## src/rtl/rr_merge4_pkg.sv

```systemverilog
// Shared constants and types for the rr_merge4 four-to-one round-robin merger.
package rr_merge4_pkg;

    localparam int CH_NUM = 4;
    localparam int SEL_W  = 2;
    localparam int CNT_W  = 16;

    typedef logic [SEL_W-1:0] sel_t;

    // Channel index reached by stepping 'step' places upward from 'base', wrapping mod 4
    function automatic sel_t sel_add(input sel_t base, input int unsigned step);
        return sel_t'(base + sel_t'(step));
    endfunction

endpackage

```

## src/rtl/rr_merge4_arb.sv

```systemverilog
// rr_arb4: four-way round-robin arbiter. Owns the priority pointer; the search
// starts at ptr and moves upward, wrapping from channel 3 back to channel 0.
// The pointer moves only when a grant is actually issued, so idle or stalled
// cycles leave priority unchanged.
module rr_arb4
    import rr_merge4_pkg::*;
(
    input  logic              clk,
    input  logic              rst_n,
    input  logic [CH_NUM-1:0] req,
    input  logic              enable,
    output logic [CH_NUM-1:0] grant,
    output sel_t              idx
);

    sel_t ptr_q, ptr_d;
    sel_t cand;
    logic found;

    // First requester at or above ptr (mod 4); grant is gated by enable
    always_comb begin
        found = 1'b0;
        idx   = ptr_q;
        cand  = ptr_q;
        for (int k = 0; k < CH_NUM; k++) begin
            cand = sel_add(ptr_q, k);
            if (!found && req[cand]) begin
                found = 1'b1;
                idx   = cand;
            end
        end
        grant = (enable && found) ? (CH_NUM'(1) << idx) : '0;
        ptr_d = (enable && found) ? sel_add(idx, 1) : ptr_q;
    end

    // Priority pointer register
    always_ff @(posedge clk or negedge rst_n) begin
        if (!rst_n) ptr_q <= '0;
        else        ptr_q <= ptr_d;
    end

endmodule

```

## src/rtl/rr_merge4.sv

```systemverilog
// rr_merge4: four producer channels merged onto one registered output stream.
// Each output beat carries the 2-bit index of the channel it came from.
// The output register is a 1-deep buffer that reloads whenever it is empty or
// being drained in the same cycle, giving one beat per cycle with no bubbles.
// Optional feature: define RR_MERGE4_STATS_EN to add the beat_cnt port with
// saturating per-channel counters of delivered output beats.
module rr_merge4
    import rr_merge4_pkg::*;
#(
    parameter int DATA_W = 8
) (
    input  logic                     clk,
    input  logic                     rst_n,
    input  logic [CH_NUM*DATA_W-1:0] in_data,
    input  logic [CH_NUM-1:0]        in_valid,
    output logic [CH_NUM-1:0]        in_ready,
    output logic [DATA_W-1:0]        out_data,
    output sel_t                     out_sel,
    output logic                     out_valid,
    input  logic                     out_ready
`ifdef RR_MERGE4_STATS_EN
    ,
    output logic [CH_NUM*CNT_W-1:0]  beat_cnt
`endif
);

    logic [CH_NUM-1:0][DATA_W-1:0] in_vec;
    logic [CH_NUM-1:0]             grant;
    sel_t                          gidx;
    logic                          load_en;
    logic                          arb_en;
    logic                          take;

    logic [DATA_W-1:0] out_data_q, out_data_d;
    sel_t              out_sel_q, out_sel_d;
    logic              out_valid_q, out_valid_d;

    assign in_vec  = in_data;
    assign load_en = !out_valid_q || out_ready;
    // rst_n gates the arbiter so no channel sees ready while reset is held
    assign arb_en  = load_en && rst_n;
    assign take    = |grant;

    rr_arb4 u_arb (
        .clk    (clk),
        .rst_n  (rst_n),
        .req    (in_valid),
        .enable (arb_en),
        .grant  (grant),
        .idx    (gidx)
    );

    assign in_ready = grant;

    // Output buffer next state: load on grant, empty when drained with nothing to load
    always_comb begin
        out_data_d  = out_data_q;
        out_sel_d   = out_sel_q;
        out_valid_d = out_valid_q;
        if (load_en) begin
            out_valid_d = take;
            if (take) begin
                out_data_d = in_vec[gidx];
                out_sel_d  = gidx;
            end
        end
    end

    // Output buffer register
    always_ff @(posedge clk or negedge rst_n) begin
        if (!rst_n) begin
            out_data_q  <= '0;
            out_sel_q   <= '0;
            out_valid_q <= 1'b0;
        end else begin
            out_data_q  <= out_data_d;
            out_sel_q   <= out_sel_d;
            out_valid_q <= out_valid_d;
        end
    end

    assign out_data  = out_data_q;
    assign out_sel   = out_sel_q;
    assign out_valid = out_valid_q;

`ifdef RR_MERGE4_STATS_EN
    logic [CH_NUM-1:0][CNT_W-1:0] cnt_q, cnt_d;

    // Count delivered beats per source channel, holding at all-ones
    always_comb begin
        cnt_d = cnt_q;
        if (out_valid_q && out_ready && (cnt_q[out_sel_q] != {CNT_W{1'b1}}))
            cnt_d[out_sel_q] = cnt_q[out_sel_q] + CNT_W'(1);
    end

    // Beat counter registers
    always_ff @(posedge clk or negedge rst_n) begin
        if (!rst_n) cnt_q <= '0;
        else        cnt_q <= cnt_d;
    end

    assign beat_cnt = cnt_q;
`endif

endmodule

```

## config.mk

```make
export PLATFORM = sky130hd
export DESIGN_NAME = rr_merge4
export DESIGN_NICKNAME = d
export VERILOG_FILES = /design/src/rtl/rr_merge4_pkg.sv /design/src/rtl/rr_merge4_arb.sv /design/src/rtl/rr_merge4.sv
export SDC_FILE = /design/constraint.sdc
export NUM_CORES = 1
export LEC_CHECK = 0
export CAP_MARGIN = 30
export CORE_UTILIZATION = 39
export CTS_CLUSTER_SIZE = 8
export DETAILED_ROUTE_END_ITERATION = 12
export GPL_ROUTABILITY_DRIVEN = 0
export PLACE_DENSITY = 0.77
export SLEW_MARGIN = 20
export SYNTH_ARGS = -nofsm -noshare
export SYNTH_HDL_FRONTEND = slang
export SYNTH_SLANG_ARGS = --single-unit
```

## constraint.sdc

```tcl
create_clock -name clk -period 1.7 [get_ports clk]
set_input_delay 0.34 -clock clk [delete_from_list [all_inputs] [get_ports clk]]
set_output_delay 0.34 -clock clk [all_outputs]
set_load 0.005 [all_outputs]
```

# [Word-level counts from Yosys, hierarchy flattened]
# Index checks and enable logic that the tools add are counted.
[op_classes] addsub=4 n_mul=0 n_div=0 magnitude_cmp=5 eq_ne=0 shift=1 n_mux=18 bitwise=0 n_reduce_logical=12
[op_table] cell="$bmux W8 S2" n=1
[op_table] cell="$lt A2 B3 Y1 const B" n=5
[op_table] cell="$bmux W1 S2" n=4
[op_table] cell="$mux W1" n=8
[op_table] cell="$mux W8" n=1
[op_table] cell="$mux W2" n=3
[op_table] cell="$logic_and A1 B1 Y1" n=5
[op_table] cell="$add A2 B1 Y2 const B" n=2
[op_table] cell="$add A2 B2 Y2 const B" n=2
[op_table] cell="$logic_not A1 Y1" n=4
[op_table] cell="$mux W4" n=1
[op_table] cell="$reduce_or A4 Y1" n=1
[op_table] cell="$shl A1 B2 Y4 const A" n=1
[op_table] cell="$reduce_and A2 Y1" n=1
[op_table] cell="$logic_or A1 B1 Y1" n=1
[totals] ff_bits=13 latch_bits=0 ram_bits=0 mem_bits_ro=0 inputBits=39 out_inout_bits=15 elab_cells=44 memories=0

# [Logic depth before layout (Yosys ltp)]
# Gate-level depths: netlist (run 1).
[depth] depth_word=16 mapped_depth=8 depth_no_buf=5

# [Cells and area by module]
# Synthesis (run 1) repeated with hierarchy kept, for this count alone.
[hier_totals] hier_cells=74 hier_area_um2=967.2
[modules_own_cells] mod="rr_merge4" instances=1 cells_each=37 area_per_inst_um2=666.9 seq_area_each_um2=275.3
[modules_own_cells] mod="rr_arb4" instances=1 cells_each=37 area_per_inst_um2=300.3 seq_area_each_um2=50.0

# [Worst setup path before layout (run 1)]
# Ideal clock, no wire load.
[synth_path] path_kind="input port to output port" startpoint="input in_valid[2]" endpoint="output in_ready[3]" t_arrival_ps=1435 required_time_ps=1360 slack_ps=-75 cell_stages=6 path_buffers=2 cell_sequence="buf_4 > o41ai_2 > nand2b_1 > buf_4 > nor2_1 > and2_1"
[synth_via] elab_chain_len=14 word_cells_on_any_way=24 classes_between="shift (1); mux (16); reduce/logical (7)"
[synth_rtl] element="start: declaration" line="rr_merge4.sv:15" rtl="input logic [CH_NUM-1:0] in_valid,"
[synth_rtl] element="$bmux W1 S2" line="rr_merge4_arb.sv:27" rtl="if (!found && req[cand]) begin"
[synth_rtl] element="$mux W1 (not written as such)" line="rr_merge4_arb.sv:27"
[synth_rtl] element="$mux W1" line="rr_merge4_arb.sv:27"
[synth_rtl] element="$logic_not A1 Y1" line="rr_merge4_arb.sv:27"
[synth_rtl] element="$logic_and A1 B1 Y1" line="rr_merge4_arb.sv:27"
[synth_rtl] element="$mux W1" line="rr_merge4_arb.sv:27"
[synth_rtl] element="$logic_not A1 Y1" line="rr_merge4_arb.sv:27"
[synth_rtl] element="$logic_and A1 B1 Y1" line="rr_merge4_arb.sv:27"
[synth_rtl] element="$mux W1" line="rr_merge4_arb.sv:27"
[synth_rtl] element="$logic_not A1 Y1" line="rr_merge4_arb.sv:27"
[synth_rtl] element="$logic_and A1 B1 Y1" line="rr_merge4_arb.sv:27"
[synth_rtl] element="$mux W2 or $mux W1 (tied branches)" line="rr_merge4_arb.sv:27"
[synth_rtl] element="$shl A1 B2 Y4 or $logic_and A1 B1 Y1 (tied branches)" line="rr_merge4_arb.sv:32" rtl="grant = (enable && found) ? (CH_NUM'(1) << idx) : '0;"
[synth_rtl] element="$mux W4 *" line="rr_merge4_arb.sv:32"
[synth_rtl] element="end: declaration" line="rr_merge4.sv:16" rtl="output logic [CH_NUM-1:0] in_ready,"
# Mark *: on every way between the ends. The rest lies on a longest branch, timed or not. The select of a mux whose other input is x is not followed.

# [Final worst setup path (run 1)]
[layout_path] startpoint="register u_arb.ptr_q[0]" endpoint="output in_ready[3]"
[layout_via] elab_chain_len=14 word_cells_on_any_way=27 classes_between="add/sub (3); shift (1); mux (16); reduce/logical (7)"
[layout_rtl] element="start: declaration" line="rr_merge4_arb.sv:16" rtl="sel_t ptr_q, ptr_d;"
[layout_rtl] element="start signal: assignment" line="rr_merge4_arb.sv:39" rtl="else ptr_q <= ptr_d;"
[layout_rtl] element="parallel branches: the longest is 13 deep, another holds $add A2 B1 Y2"
[layout_rtl] element="$mux W4 *" line="rr_merge4_arb.sv:32"
# Every way passes the cells marked *. The select of a mux whose other input is x is not followed.

==> results.txt, run 1 <==
# port buffers -> 53
max-slew violations -> 0
Peak supply drop -> 0.000658 V
Overflow after GRT -> 0
Gate Count Post-Synth -> 145
DRC viols -> 0
sequential share of the synthesized area -> 0.251
syn_area_per_cell -> 8.95 um^2
Tightest Pin Transition -> 386 ps
Ports -> 54
period utilization -> 1.23
fin util -> 0.740
Crit Path Category -> reg2out
overall die width -> 59.7 um
Core ar. -> 3100 um^2
unrepaired setup endpoints after global routing -> true
Synthesis Warnings -> 0
Worst setup EP type -> output port
Vias/cell -> 5.78
commonest non-fill, non-tap cells in the layout -> 45 x clkdlybuf4s50_1, 41 x buf_4, 19 x a21oi_1
top_reg_cell synth -> dfrtp_1
DR WL/cell -> 17.5 um
Post-DRT Antenna Nets -> 0
Reg clk slew, reported paths -> 80 ps
hold_buf cts -> 0
total power -> 0.00208 W
DP HPWL -> 3230 um
final wirelength -> 4870 um
post-synthesis net count -> 184
Iteration-0 DRC Markers -> 141
Netlist Area Pre-Place -> 1300 um^2
CTS max path bufs -> 2
clock tree from TritonCTS -> yes
fin nets -> 275
CTS Buf Count -> 3
antenna violations before repair -> 0
Max-cap violations -> 0
Final Hold Vio Count -> 0
Die Area -> 3560 um^2
vias in the first global route -> 1601
Root Buffer Master -> clkbuf_4
Initial Util -> 0.418
Hold Crit Class -> in2reg
Clock Skews -> 1.77 ps
drt first pass iters -> 4
maximum net fanout on the critical path -> 5
CP Data Required Time -> 1360 ps
pwr/cell area -> 908 nW/um^2
Fmax -> 0.478 GHz
outcome -> finished with violations
first-pass GRT wire length -> 7670 um
die height -> 59.7 um
layout cells sized above 1 -> 0.353
Final min period -> 2090 ps
Worst Setup Start Kind -> register
WP data arrival -> 1750 ps
largest net degree at the start of global routing -> 19
Worst slew margin -> 0.739
H-tree Lvls -> 1
total track usage -> 0.293
violated checks -> setup timing
Vias -> 1613
Place WS -> -904 ps
commonest non-fill, non-tap cell in the layout -> clkdlybuf4s50_1
# rows -> 20
Final Setup Violations -> 13
FFs w/ async S/R, synth -> 1.00
clock sink count -> 13
Synth Register Bits -> 13
number of flops mapped to enable cells by yosys -> 0
Netlist cell types -> 39
clock latency at the later pin of the worst-skew pair -> 280 ps
PnR worst setup slack -> -392 ps
Area Overhead vs Synth -> 77.0%
ANT cells -> 0
leak pwr -> 0.919 nW
-- worst paths after layout --
| path | start | end | slack [ps] | cells after the start |
|---|---|---|---|---|
| setup / recovery | u_arb.ptr_q[0]$_DFFE_PN0P_ | in_ready[3] | -390 | 8 |
| hold / removal | in_valid[1] | out_valid$_DFFE_PN0N_ | 450 | 3 |
| setup reg to reg | u_arb.ptr_q[0]$_DFFE_PN0P_ | out_data[7]$_DFFE_PN0P_ | -280 | 7 |
| hold reg to reg | out_sel[0]$_DFFE_PN0P_ | out_sel[0]$_DFFE_PN0P_ | 490 | 1 |
| max in group asynchronous | rst_n | u_arb.ptr_q[1]$_DFFE_PN0P_ | 1070 | 2 |
| min in group asynchronous | rst_n | out_valid$_DFFE_PN0N_ | 460 | 2 |
-- per-layer routing --
layer | vias up | track usage | wire (um)
met2 | 90 | 0.483 | 2360
li1 | 741 | - | -
met5 | - | 0 | 0
met1 | 761 | 0.359 | 1870
met4 | 0 | 0.173 | 231
met3 | 21 | 0.0476 | 412
-- flip-flops by register name, summed over array words and instances (netlist names) --
register,count
out_data,8
out_sel,2
u_arb.ptr_q,2
out_valid,1
-- cells by family after synthesis --
group / Yosys count / synth area share
flops: 13 / 0.251
buf+inv: 17 / 0.0800
simple gates: 48 / 0.232
compound gates: 67 / 0.437
-- worst max-delay path, cell delays in order, from the launching register on --
cell	delay (ps)
dfrtp_2	420
buf_4	170
buf_4	150
inv_6	70
o22ai_2	90
a21oi_2	190
buf_4	150
and2_1	120
buf_2	100
-- stage by stage --
stage / instance area, um^2 / cells / setup TNS [ps] / hold slack, ps
3_5_place_dp: 2080 / 264 / -10260 / 465
3_3_place_gp: 2080 / 264 / -9460 / 474
5_1_grt: 2300 / 279 / -4180 / 471
2_1_floorplan: 1340 / 145 / -9.80 / 44.4
4_1_cts: 2270 / 278 / -3090 / 457
6_report: 2300 / 279 / -3560 / 454
-- power by group --
group          total (W)  switching [W]  internal, W
registers       0.000461      0.0000588     0.000402
logic            0.00143       0.000646     0.000780
clock network   0.000197       0.000106    0.0000913
-- synthesized netlist by cell type, types with 2 or more instances --
master     n  area, um^2
and2_1     3        18.8
nand2_1   10        37.5
buf_4      5        37.5
dfrtp_1   13         325
o211ai_1   8        60.1
o22a_1     8        70.1
inv_2      2        7.51
a21oi_1   21         105
a311oi_1   8        70.1
buf_2      5        25.0
buf_6      2        22.5
nand2b_1   5        31.3
a31oi_2    2        25.0
nor3b_1    9        67.6
nor2_1     4        15.0
nor2b_1   10        62.6
a221o_1    8        80.1
-- what timing repair did --
action / in CTS / in global routing
gates resized for setup: 44 / 7
endpoints found under the setup margin: 14 / 13
pin swaps: 11 / 7
setup buffers: 12 / 1
-- cell type report --
class | instances | area, um^2
timing repair buffer | 100 | 880
sequential | 13 | 328
multi-input combinational | 115 | 991
clock buffer | 4 | 26.3
tap | 44 | 55.1
inverter | 3 | 16.3
fill | 231 | 807
No activity file was read; power rests on OpenSTA's default activity.
==> inputs of run 2 (changes only) <==
--- a/config.mk
+++ b/config.mk
@@ -10,7 +10,9 @@
 export CTS_CLUSTER_SIZE = 8
 export DETAILED_ROUTE_END_ITERATION = 12
 export GPL_ROUTABILITY_DRIVEN = 0
+export MAX_ROUTING_LAYER = met4
 export PLACE_DENSITY = 0.77
+export SKIP_CTS_REPAIR_TIMING = 1
 export SLEW_MARGIN = 20
 export SYNTH_ARGS = -nofsm -noshare
 export SYNTH_HDL_FRONTEND = slang
==> run 2 against run 1 <==
The flow still finishes with violations (setup timing); maximum frequency shrank 1.4%; die area is the same; register-to-register slack is essentially flat; largest power group unchanged; sequential share of layout area grew 0.055 points.
==> results.txt, run 2 (synthesized netlist as in run 1, its figures left out) <==
outcome -> finished with violations
violated checks -> setup timing
Hold Crit Class -> in2async
Fmax -> 0.471 GHz (-1.4%)
WP data arrival -> 1780 ps (+30 ps)
# port buffers -> 53 (unchanged)
clock tree from TritonCTS -> yes
reg2reg setup slack -> -280 ps (about the same)
unrepaired setup endpoints after global routing -> true
clock sink count -> 13 (unchanged)
DR WL/cell -> 17.2 um (-1.5%)
Post-DRT Antenna Nets -> 0 (unchanged)
drt first pass iters -> 4 (unchanged)
Final Setup Violations -> 13 (unchanged)
WHS -> 476 ps (+22.0 ps)
max-slew violations -> 0 (unchanged)
DP HPWL -> 3230 um (unchanged)
antenna violations before repair -> 0 (unchanged)
largest net degree at the start of global routing -> 19 (unchanged)
Place WS -> -904 ps (unchanged)
Ports -> 54 (unchanged)
max reg flops -> 8 (unchanged)
Final Hold Vio Count -> 0 (unchanged)
fillers -> 229 (-0.87%)
R2R cell count -> 7 (unchanged)
routed wl met3 -> 404 um (-1.9%)
wire length on met2 -> 2390 um (+1.2%)
period utilization -> 1.25 (+0.0170)
Clock Skews -> 10.3 ps (+8.52 ps)
overall die width -> 59.7 um (unchanged)
Worst slew margin -> 0.751 (+0.0117)
Peak supply drop -> 0.000592 V (-10%)
CTS max path bufs -> 2 (unchanged)
Reg clk slew, reported paths -> 90 ps (about the same)
PnR worst setup slack -> -421 ps (-29.0 ps)
Max Used Layer -> met4
H-tree Lvls -> 1 (unchanged)
Tightest Pin Transition -> 373 ps (-12.5 ps)
Overflow after GRT -> 0 (unchanged)
first-pass GRT wire length -> 6400 um (-17%)
Worst Setup Start Kind -> register
pwr/cell area -> 897 nW/um^2 (-1.1%)
Initial Util -> 0.418 (unchanged)
fin nets -> 273 (-0.73%)
clock latency at the later pin of the worst-skew pair -> 290 ps (about the same)
ANT cells -> 0 (unchanged)
Worst R2R End -> out_data[2]$_DFFE_PN0P_
Worst setup EP type -> output port
Iteration-0 DRC Markers -> 127 (-9.9%)
commonest non-fill, non-tap cells in the layout -> 45 x clkdlybuf4s50_1, 41 x buf_4, 19 x a21oi_1
layout cells sized above 1 -> 0.343 (-0.00984)
final wirelength -> 4770 um (-2.2%)
Crit Path Category -> reg2out
Core ar. -> 3100 um^2 (unchanged)
leak pwr -> 0.943 nW (+2.6%)
Final min period -> 2120 ps (+29.0 ps)
Root Buffer Master -> clkbuf_4
DRC viols -> 0 (unchanged)
CTS Buf Count -> 3 (unchanged)
Vias/cell -> 5.83 (+0.78%)
maximum net fanout on the critical path -> 5 (unchanged)
M1 WL -> 1870 um (-0.11%)
CP Data Required Time -> 1360 ps (about the same)
Vias -> 1614 (+0.062%)
total track usage -> 0.246 (-0.0476)
RR Startpoint -> u_arb.ptr_q[1]$_DFFE_PN0P_
Die Area -> 3560 um^2 (unchanged)
vias in the first global route -> 1460 (-8.8%)
die height -> 59.7 um (unchanged)
# rows -> 20 (unchanged)
Max-cap violations -> 0 (unchanged)
Area Overhead vs Synth -> 76.3%
commonest non-fill, non-tap cell in the layout -> clkdlybuf4s50_1
==> run 2: through the flow <==
stage	TNS (ps)	std cells	total power (W)	area, um^2	utilization
2_1_floorplan	-9.80	145	0.00106	1340	-
3_3_place_gp	-9460	264	0.00156	2080	0.670
3_5_place_dp	-10260	264	0.00159	2080	0.670
4_1_cts	-6800	268	0.00179	2110	0.679
5_1_grt	-4400	277	0.00217	2290	0.737
6_report	-3710	277	0.00205	2290	0.737
==> run 2: critical path, stage by stage (launching register included) <==
cell and delay, ps:
dfrtp_2 450, buf_12 140, buf_8 120, inv_8 60, o22ai_4 80, a21oi_2 250
buf_4 160, and2_4 120, clkbuf_2 100
==> run 2: report_power, final <==
group / internal [W] / switching, W / leakage, nW / total [W]
clock network: 0.0000914 / 0.000114 / 0.0150 / 0.000206
logic: 0.000768 / 0.000604 / 0.785 / 0.00137
registers: 0.000402 / 0.0000729 / 0.144 / 0.000475
==> run 2: worst max-delay path by stage <==
stage,startpoint,end,depth (start not counted)
after CTS,in_valid[0],in_ready[0],7
after global placement,in_valid[2],in_ready[0],7
after detailed placement,in_valid[0],in_ready[0],7
after global routing,u_arb.ptr_q[1]$_DFFE_PN0P_,in_ready[3],6
final,u_arb.ptr_q[0]$_DFFE_PN0P_,in_ready[3],8
after floorplan,in_valid[0],in_ready[3],6
==> run 2: layout make-up <==
type | instances | area, um^2 | share of cell area
repair buffers | 98 | 886 | 0.387
well taps | 44 | 55.1 | 0.0241
clock buffers | 4 | 26.3 | 0.0115
multi-input cells | 115 | 973 | 0.426
flip-flops and latches | 13 | 328 | 0.143
inverters | 3 | 18.8 | 0.00821
==> run 2: metal layers <==
metal,vias up,global-route usage
met5,-,-
met3,8,0.0390
li1,742,-
met2,83,0.397
met1,781,0.310
met4,0,0.0864
==> inputs of run 3 (changes only) <==
--- a/config.mk
+++ b/config.mk
@@ -6,12 +6,12 @@
 export NUM_CORES = 1
 export LEC_CHECK = 0
 export CAP_MARGIN = 30
-export CORE_UTILIZATION = 39
+export CORE_UTILIZATION = 46
 export CTS_CLUSTER_SIZE = 8
 export DETAILED_ROUTE_END_ITERATION = 12
 export GPL_ROUTABILITY_DRIVEN = 0
 export MAX_ROUTING_LAYER = met4
-export PLACE_DENSITY = 0.77
+export PLACE_DENSITY = 0.85
 export SKIP_CTS_REPAIR_TIMING = 1
 export SLEW_MARGIN = 20
 export SYNTH_ARGS = -nofsm -noshare
==> constraint.sdc (replaced) <==
create_clock -name clk -period 2.45 [get_ports clk]
set_input_delay 0.49 -clock clk [delete_from_list [all_inputs] [get_ports clk]]
set_output_delay 0.49 -clock clk [all_outputs]
set_load 0.005 [all_outputs]
==> run 3 against run 2 <==
The run still ends with setup timing left; critical path depth shrank 2; wire length is 4.1% higher; sequential power fell by 29%; setup slack gained 370 ps; core utilization rose by 11 points; total power shrank 34%; first-iteration DRC count shrank 54%; flip-flop and latch count stayed put; via count is 1.1% lower; global-route usage up 4.8 points; die area fell by 15%; critical path type unchanged; largest cell class unchanged; largest power group unchanged.
==> results.txt, run 3 (synthesized netlist as in run 1, its figures left out) <==
DR WL/cell -> 19.4 um (+13%)
Area Overhead vs Synth -> 67.4%
Int Pwr -> 0.000814 W (-35%)
Global Route met1 Usage -> 0.334 (+0.0235)
Hold Crit Class -> in2async
pwr/cell area -> 621 nW/um^2 (-31%)
total track usage -> 0.294 (+0.0481)
clock network power share -> 0.102 (+0.002)
GRT busiest layer -> met2
first-pass GRT wire length -> 6110 um (-4.5%)
CP peak stage delay -> 500 ps (+50 ps)
reg2reg setup slack -> 400 ps (+680 ps)
antenna violations before repair -> 0 (unchanged)
Vias -> 1597 (-1.1%)
period utilization -> 1.02
Final Setup Violations -> 1 (-12)
DP HPWL -> 3160 um (-2.3%)
Peak supply drop -> 0.000517 V (-13%)
Switching Fraction -> 0.396 (+0.0106)
vias in the first global route -> 1419 (-2.8%)
clock latency at the later pin of the worst-skew pair -> 290 ps (about the same)
Slowest cell on crit path -> clkdlybuf4s50_1
commonest non-fill, non-tap cells in the layout -> 45 x clkdlybuf4s50_1, 35 x buf_4, 20 x a21oi_1
Overflow after GRT -> 0 (unchanged)
overall die width -> 55.1 um (-7.7%)
clock tree from TritonCTS -> yes
ANT cells -> 0 (unchanged)
commonest non-fill, non-tap cell in the layout -> clkdlybuf4s50_1
Comb pwr share -> 0.646 (-0.023)
Core ar. -> 2570 um^2 (-17%)
sequential cell area -> 328 um^2 (unchanged)
CP cell instances -> nor3b_2 -> o22ai_1 -> a21oi_2 -> nand2b_4 -> nor2b_1 -> clkdlybuf4s50_1
setup tns final -> -49.0 ps (+3660 ps)
CTS Buf Count -> 3 (unchanged)
largest net degree at the start of global routing -> 17 (-2)
Worst setup EP type -> output port
outcome -> finished with violations
placed cell count -> 242 (-8.3%)
Final Hold Vio Count -> 0 (unchanged)
multi-input logic area -> 946 um^2 (-2.8%)
violated checks -> setup timing
fin nets -> 265 (-2.9%)
clock sink count -> 13 (unchanged)
Ports -> 54 (unchanged)
Clock Skews -> 2.53 ps (-7.77 ps)
final wirelength -> 4960 um (+4.1%)
fillers -> 137 (-40%)
Iteration-0 DRC Markers -> 58 (-54%)
# rows -> 18 (-10%)
H-tree Lvls -> 1 (unchanged)
Initial Util -> 0.505 (+0.0872)
met2 Usage GRT -> 0.506 (+0.109)
Tightest Pin Transition -> 496 ps (+122 ps)
DRC viols -> 0 (unchanged)
Vias/cell -> 6.26 (+7.5%)
Psw -> 0.000534 W (-33%)
layout cells sized above 1 -> 0.298 (-0.0456)
leak pwr -> 0.938 nW (-0.54%)
Fmax -> 0.400 GHz
PnR worst setup slack -> -49.0 ps (+372 ps)
CTS max path bufs -> 2 (unchanged)
WP data arrival -> 2010 ps (+230 ps)
Crit Path Category -> reg2out
Reg clk slew, reported paths -> 80 ps (about the same)
max reg flops -> 8 (unchanged)
maximum net fanout on the critical path -> 6 (+1)
Worst Setup Start Kind -> register
M3 GR Usage -> 0.0519 (+0.0130)
Worst slew margin -> 0.668 (-0.0825)
Post-DRT Antenna Nets -> 0 (unchanged)
max-slew violations -> 0 (unchanged)
Final min period -> 2500 ps
# port buffers -> 53 (unchanged)
Die Area -> 3040 um^2 (-15%)
drt first pass iters -> 4 (unchanged)
Root Buffer Master -> clkbuf_4
CP Data Required Time -> 1960 ps (+600 ps)
Max-cap violations -> 0 (unchanged)
unrepaired setup endpoints after global routing -> true
sequential fraction of design power -> 0.251 (+0.020)
die height -> 55.1 um (-7.7%)
Place WS -> -422 ps (+482 ps)
fin cells -> 255 (-7.9%)
run 3: cell types whose count changed in the layout (fill, tap and decap cells not counted), sizes merged:
cell / previous run / this run
clkbuf: 7 / 6
buf: 46 / 37
dlymetal6s2s: 4 / 6
run 3: layer usage:
| metal | vias up | share of wire |
|---|---|---|
| li1 | 727 | - |
| met1 | 753 | 0.40 |
| met2 | 97 | 0.47 |
| met3 | 20 | 0.092 |
| met4 | 0 | 0.039 |
| met5 | - | 0 |
run 3: per-stage QoR:
step,instance area [um^2],hold WS (ps),total power (W),util
global placement,1980,466,0.00103,0.772
finish,2170,241,0.00135,0.846
floorplan,1300,194,0.000727,-
CTS,2010,494,0.00120,0.783
detailed placement,1980,464,0.00107,0.772
global route,2170,265,0.00141,0.846
run 3: cell type report:
class / count / share of cell area
sequential: 13 / 0.151
tap: 30 / 0.0173
clock buffer: 4 / 0.0121
timing repair buffer: 90 / 0.378
multi-input combinational: 115 / 0.435
inverter: 3 / 0.00634
run 3: power groups by stage:
stage,Sequential (W),Combinational [W],Clock (W)
6_report,0.000339,0.000871,0.000138
5_1_grt,0.000342,0.000923,0.000150
2_1_floorplan,0.000323,0.000404,0
3_3_place_gp,0.000336,0.000698,0
3_5_place_dp,0.000340,0.000726,0
4_1_cts,0.000337,0.000730,0.000135
run 3: worst max-delay path, delay by kind of cell (launching register included):
kind	cells	cell delay, ps
and+or+nand+nor	3	440
AOI/OAI and AO/OA	2	290
DFF	1	480
buffers and inverters	1	500
run 3: path summary, 6_finish.rpt:
path | cells past startpoint | end | start
worst max-delay path | 6 | in_ready[0] | u_arb.ptr_q[1]$_DFFE_PN0P_
worst min-delay path | 2 | out_data[6]$_DFFE_PN0P_ | rst_n
worst max register to register | 7 | out_data[6]$_DFFE_PN0P_ | u_arb.ptr_q[0]$_DFFE_PN0P_
worst min register to register | 1 | out_sel[0]$_DFFE_PN0P_ | out_sel[0]$_DFFE_PN0P_
max in group asynchronous | 2 | u_arb.ptr_q[1]$_DFFE_PN0P_ | rst_n
min in group clk | 1 | out_sel[0]$_DFFE_PN0P_ | out_sel[0]$_DFFE_PN0P_
==> variant 1: new RTL, config.mk and constraints of run 3 <==
Set the package constant `SEL_W` to 4 (it was 2).
--- a/src/rtl/rr_merge4_pkg.sv
+++ b/src/rtl/rr_merge4_pkg.sv
@@ -4,3 +4,3 @@
     localparam int CH_NUM = 4;
-    localparam int SEL_W  = 2;
+    localparam int SEL_W  = 4;
     localparam int CNT_W  = 16;
Ports: changed (resized out_sel); port bits go from 54 to 56. No check against the original RTL was run, so the function may have changed too.
==> variant 1 against run 3 <==
  * The run still ends with negative setup slack left
  * Power rose to 3.4 times the old value
  * Setup slack got worse by 0.70 ns
  * Sequential cell count rose by 4
  * Via count rose by 37%
  * Final area rose by 34%
  * Sequential share of layout area fell by 0.44 points
  * Die area rose by 38%
  * Core utilization fell by 6.2 points
  * Register-to-register slack got worse by 0.90 ns
  * Area after synthesis rose by 39%
  * Routed wire length rose by 22%
  * Largest power group unchanged
==> variant 1: results (changes against run 3) <==
Run status
  • Outcome: finished with violations (unchanged)
  • Failing checks: negative setup slack (unchanged)

Global routing
  • All-Layer GR Usage: 27.4% (was 29.4%)
  • Met3 Track Usage GR: 1.41% (was 5.19%)
  • Met2 Usage GRT: 45.2% (was 50.6%)
  • First-pass GRT wire length: 8.84 mm (was 6.11 mm)

Drt
  • Routed length on met2: 3.12 mm (was 2.35 mm)
  • Metal3 WL: 279 µm (was 456 µm)
  • DRT met1 WL: 2.51 mm (was 1.96 mm)
  • Wire per inst: 16.2 µm (was 19.4 µm)
  • Drt first-iter violations: 208 (was 58)
  • DR vias: 2184 (was 1597)

Yosys
  • Adder-Cell Fraction of Synth Area: 3.46% (was 0%)
  • Synth cell count leaders: nand2_1 (68), a21oi_1 (39), nor3_1 (21), dfrtp_1 (17), clkbuf_1 (14) (was a21oi_1 (21), dfrtp_1 (13), nand2_1 (10), nor2b_1 (10), nor3b_1 (9))
  • Count of cell types in the netlist: 38 (was 39)
  • Seq/Total Area, Yosys: 23.5% (was 25.1%)
  • Fraction of synthesized area in multiplexers: 10.2% (was 0%)
  • Synth Area in Compound Gates: 26.6% (was 43.7%)
  • Xor and xnor fraction of the mapped netlist area: 1.94% (was 0%)
  • Yosys top cell area share: 23.5% (was 25.1%)

Timing
  • Worst Setup Slack, final: -0.750 ns (was -0.0490 ns)
  • Slew HR: 60.3% (was 66.8%)
  • Final setup fails: 21 (was 1)

Final layout
  • Nets: 371 (was 265)

Power and ir drop
  • Worst vdd ir: 0.871 mV (was 0.517 mV)
  • LEAKAGE: 1.26 nW (was 0.938 nW)
  • Power Internal: 2.26 mW (was 814 µW)

CTS
  • Worst skew pair latency: 0.26 ns (was 0.29 ns)

Worst hold path
  • Hold Crit Class: reg -> reg (was in -> async)

Critical path
  • Arr. time, crit path: 2.71 ns (was 2.01 ns)
  • Reg2reg end: out_sel[0]$_DFFE_PN0P_ (was out_data[6]$_DFFE_PN0P_)

Placement
  • Dpl hpwl: 4.05 mm (was 3.16 mm)
  • Port-buffer cells: 55 (was 53)
  • Place WS: -1.32 ns (was -0.422 ns)
## variant 1: cells by family (layout without fill, tap and decap cells)
logic type	Yosys count	count (layout)
flip-flops	17	17
AO/OA/AOI/OAI	71	71
buffers and inverters	29	110
adder cells (fa/ha/maj)	5	5
AND/OR/NAND/NOR	106	106
multiplexers	13	13
XOR/XNOR	4	4
## variant 1: per-stage QoR
step	instance area, µm²	cells
floorplan	1910	245
global placement	2650	365
detailed placement	2650	365
CTS	2700	369
global route	2910	374
finish	2910	374
## variant 1: critical path: stages (launching register included)
cell	delay (ns)
dfrtp_2	0.42
clkinv_4	0.07
ha_4	0.29
mux4_2	0.55
or3_4	0.42
o211a_4	0.29
nand3_4	0.06
or3_4	0.18
nor3_4	0.04
buf_2	0.13
## variant 1: power by group through the flow
stage / sequential, mW / combinational [mW] / clock [mW]
after floorplan: 0.464 / 2.16 / 0
after global placement: 0.474 / 3.19 / 0
after detailed placement: 0.476 / 3.29 / 0
after CTS: 0.474 / 3.31 / 0.207
after global routing: 0.493 / 4.13 / 0.228
final: 0.488 / 3.84 / 0.216
## variant 1: worst max path at each step
stage / depth (start not counted) / slack, ns / endpoint
global placement: 9 / -1.23 / in_ready[2]
detailed placement: 9 / -1.32 / in_ready[2]
finish: 9 / -0.75 / in_ready[2]
CTS: 9 / -1.33 / in_ready[2]
global route: 9 / -0.84 / in_ready[0]
floorplan: 13 / -0.82 / in_ready[0]
## variant 1: layout make-up
type	instances	area, µm²	share of cell area (%)
inverter	9	38.8	1.33
sequential	17	427	14.6
multi-input combinational	199	1450	49.8
clock inverter	1	5.00	0.172
clock buffer	3	41.3	1.42
tap	48	60.1	2.06
timing repair buffer	97	891	30.6
==> variant 2: new RTL, config.mk and constraints of run 3 <==
Without the edit above. Build with the macro `RR_MERGE4_STATS_EN` defined.
--- a/src/rtl/rr_merge4.sv
+++ b/src/rtl/rr_merge4.sv
@@ -6,2 +6,4 @@
 // saturating per-channel counters of delivered output beats.
+`define RR_MERGE4_STATS_EN
+
 module rr_merge4
Behaviour (old outputs only; new: beat_cnt): unchanged (Yosys induction, for registers that start in step).
==> variant 2 against run 3 <==
  * Register-to-register slack lost 0.55 ns
  * Routed wire length grew 130%
  * Synthesized cell count grew 100%
  * Count of clock-buffer cells in the layout grew 8
  * Final area grew to 2.9 times the old value
  * The run still ends with negative setup slack left
  * Critical path type is now reg -> reg
  * Critical path depth grew 3
  * Non-clock buffer count grew 91
  * Critical endpoint is now beat_cnt[53]$_DFFE_PN0P_
  * Area after synthesis grew to 3.1 times the old value
  * Power grew to 4.7 times the old value
  * Largest power group unchanged
  * Sequential share of layout area grew 16 points
  * Maximum frequency shrank 4.0%
  * Setup slack lost 0.10 ns
  * Sequential cell count grew 64
==> variant 2: results (changes against run 3) <==
Critical path
  • Slowest cell on crit path: mux4_1 (was clkdlybuf4s50_1)
  • Crit path capture: beat_cnt[53]$_DFFE_PN0P_ (was in_ready[0])
  • Arr. time, crit path: 2.85 ns (was 2.01 ns)
  • CP Max Fanout: 8 (was 6)
  • Top delay family on crit path: multiplexers (was buffers and inverters)
  • Worst Reg-to-Reg Cells: 9 (was 7)

Power and ir drop
  • LEAKAGE: 2.71 nW (was 0.938 nW)
  • Combinational cell fraction of total power: 50.0% (was 64.6%)
  • Seq pwr share: 31.5% (was 25.1%)
  • Worst vdd ir: 0.491 mV (was 0.517 mV)
  • Power Internal: 4.20 mW (was 814 µW)
  • Sequential power: 1.99 mW (was 339 µW)

Floorplanning
  • Die area: 9040 µm² (was 3040 µm²)

Final layout
  • Layout filler cell count: 501 (was 137)
  • Max reg flops: 64 (was 8)
  • Number of non-clock buffers in the layout: 181 (was 90)
  • Sequential share of cell area: 30.7% (was 15.1%)
  • Clock network area share: 3.82% (was 1.21%)
  • Multi-input gate count: 196 (was 115)
  • Layout cells sized above 1: 40.6% (was 29.8%)
  • CLK BUF: 12 (was 4)
  • Layout area overhead: 57.7% (was 67.4%)
  • Nets: 510 (was 265)
  • Non-clk buf share: 28.1% (was 37.8%)
  • Inverters: 5 (was 3)
  • Fin cells: 580 (was 255)

Timing
  • Layout Skew: 0.00952 ns (was 0.00253 ns)
  • Final setup fails: 57 (was 1)
  • Slew HR: 63.3% (was 66.8%)
  • Worst Setup Slack, final: -0.153 ns (was -0.0490 ns)
  • Setup TNS: -5.46 ns (was -0.0490 ns)

Placement
  • Dpl hpwl: 7.56 mm (was 3.16 mm)
  • Placement Cell Area: 5560 µm² (was 1980 µm²)
  • Port-buffer cells: 117 (was 53)
  • Place WS: -0.441 ns (was -0.422 ns)
  • Placed cells: 545 (was 242)

Global routing
  • First-pass GRT wire length: 16.2 mm (was 6.11 mm)
  • Via count of the first global-routing pass: 3293 (was 1419)
  • Largest net degree at the start of global routing: 77 (was 17)

Yosys
  • Syn_nets: 333 (was 184)
  • Synth cell count leaders: dfrtp_1 (77), nor2_1 (33), a21oi_1 (28), mux2_2 (18), mux2_1 (16) (was a21oi_1 (21), dfrtp_1 (13), nand2_1 (10), nor2b_1 (10), nor3b_1 (9))
  • Seq/Total Area, Yosys: 48.3% (was 25.1%)

CTS
  • CTS Buf Count: 9 (was 3)
  • Clock root buffer: clkbuf_8 (was clkbuf_4)
  • Worst skew pair latency: 0.36 ns (was 0.29 ns)
  • H-tree levels: 3 (was 1)
  • CTS Sinks: 77 (was 13)

Drt
  • Drt first-iter violations: 211 (was 58)
  • DR vias: 3292 (was 1597)

Run status
  • Outcome: finished with violations (unchanged)
  • Failing checks: negative setup slack (unchanged)
==> variant 2: cell count changes in the layout (fill, tap and decap cells not counted), sizes merged, moves of 8 or more <==
| cell | before | now |
|---|---|---|
| o22a | 8 | 0 |
| nor3b | 10 | 0 |
| nor2 | 4 | 33 |
| mux2 | 0 | 48 |
| clkbuf | 6 | 14 |
| buf | 37 | 65 |
| a311oi | 9 | 0 |
| xnor2 | 0 | 12 |
| dfrtp | 13 | 77 |
| clkdlybuf4s50 | 45 | 108 |
| mux4 | 0 | 24 |
| a221o | 8 | 0 |
| o211ai | 8 | 0 |
==> variant 2: cells by family (layout without fill, tap and decap cells) <==
group / after synthesis / in the layout / share of synthesized area, %
XOR/XNOR: 15 / 15 / 3.29
buffers and inverters: 20 / 202 / 3.33
AND/OR/NAND/NOR: 71 / 71 / 10.4
multiplexers: 72 / 72 / 29.4
AO/OA/AOI/OAI: 37 / 37 / 4.99
flip-flops: 77 / 77 / 48.3
adder cells (fa/ha/maj): 1 / 1 / 0.314
==> variant 2: how the worst min path moves through the flow <==
stage,start,end,slack [ns],depth (start not counted)
6_report,rst_n,beat_cnt[20]$_DFFE_PN0P_,0.48,2
5_1_grt,rst_n,beat_cnt[20]$_DFFE_PN0P_,0.49,2
4_1_cts,rst_n,beat_cnt[20]$_DFFE_PN0P_,-0.08,1
3_5_place_dp,rst_n,beat_cnt[20]$_DFFE_PN0P_,0.30,1
3_3_place_gp,rst_n,beat_cnt[20]$_DFFE_PN0P_,0.30,1
2_1_floorplan,rst_n,beat_cnt[0]$_DFFE_PN0P_,0.19,0
==> variant 2: layer usage <==
metal  global-route usage, %  share of wire, %  vias to the layer above
met1                    31.6                42                     1697
met4                    9.34               1.8                        0
met2                    38.8                51                      138
met5                       -                 0                        -
met3                    5.18               5.5                       21
li1                        -                 -                     1436
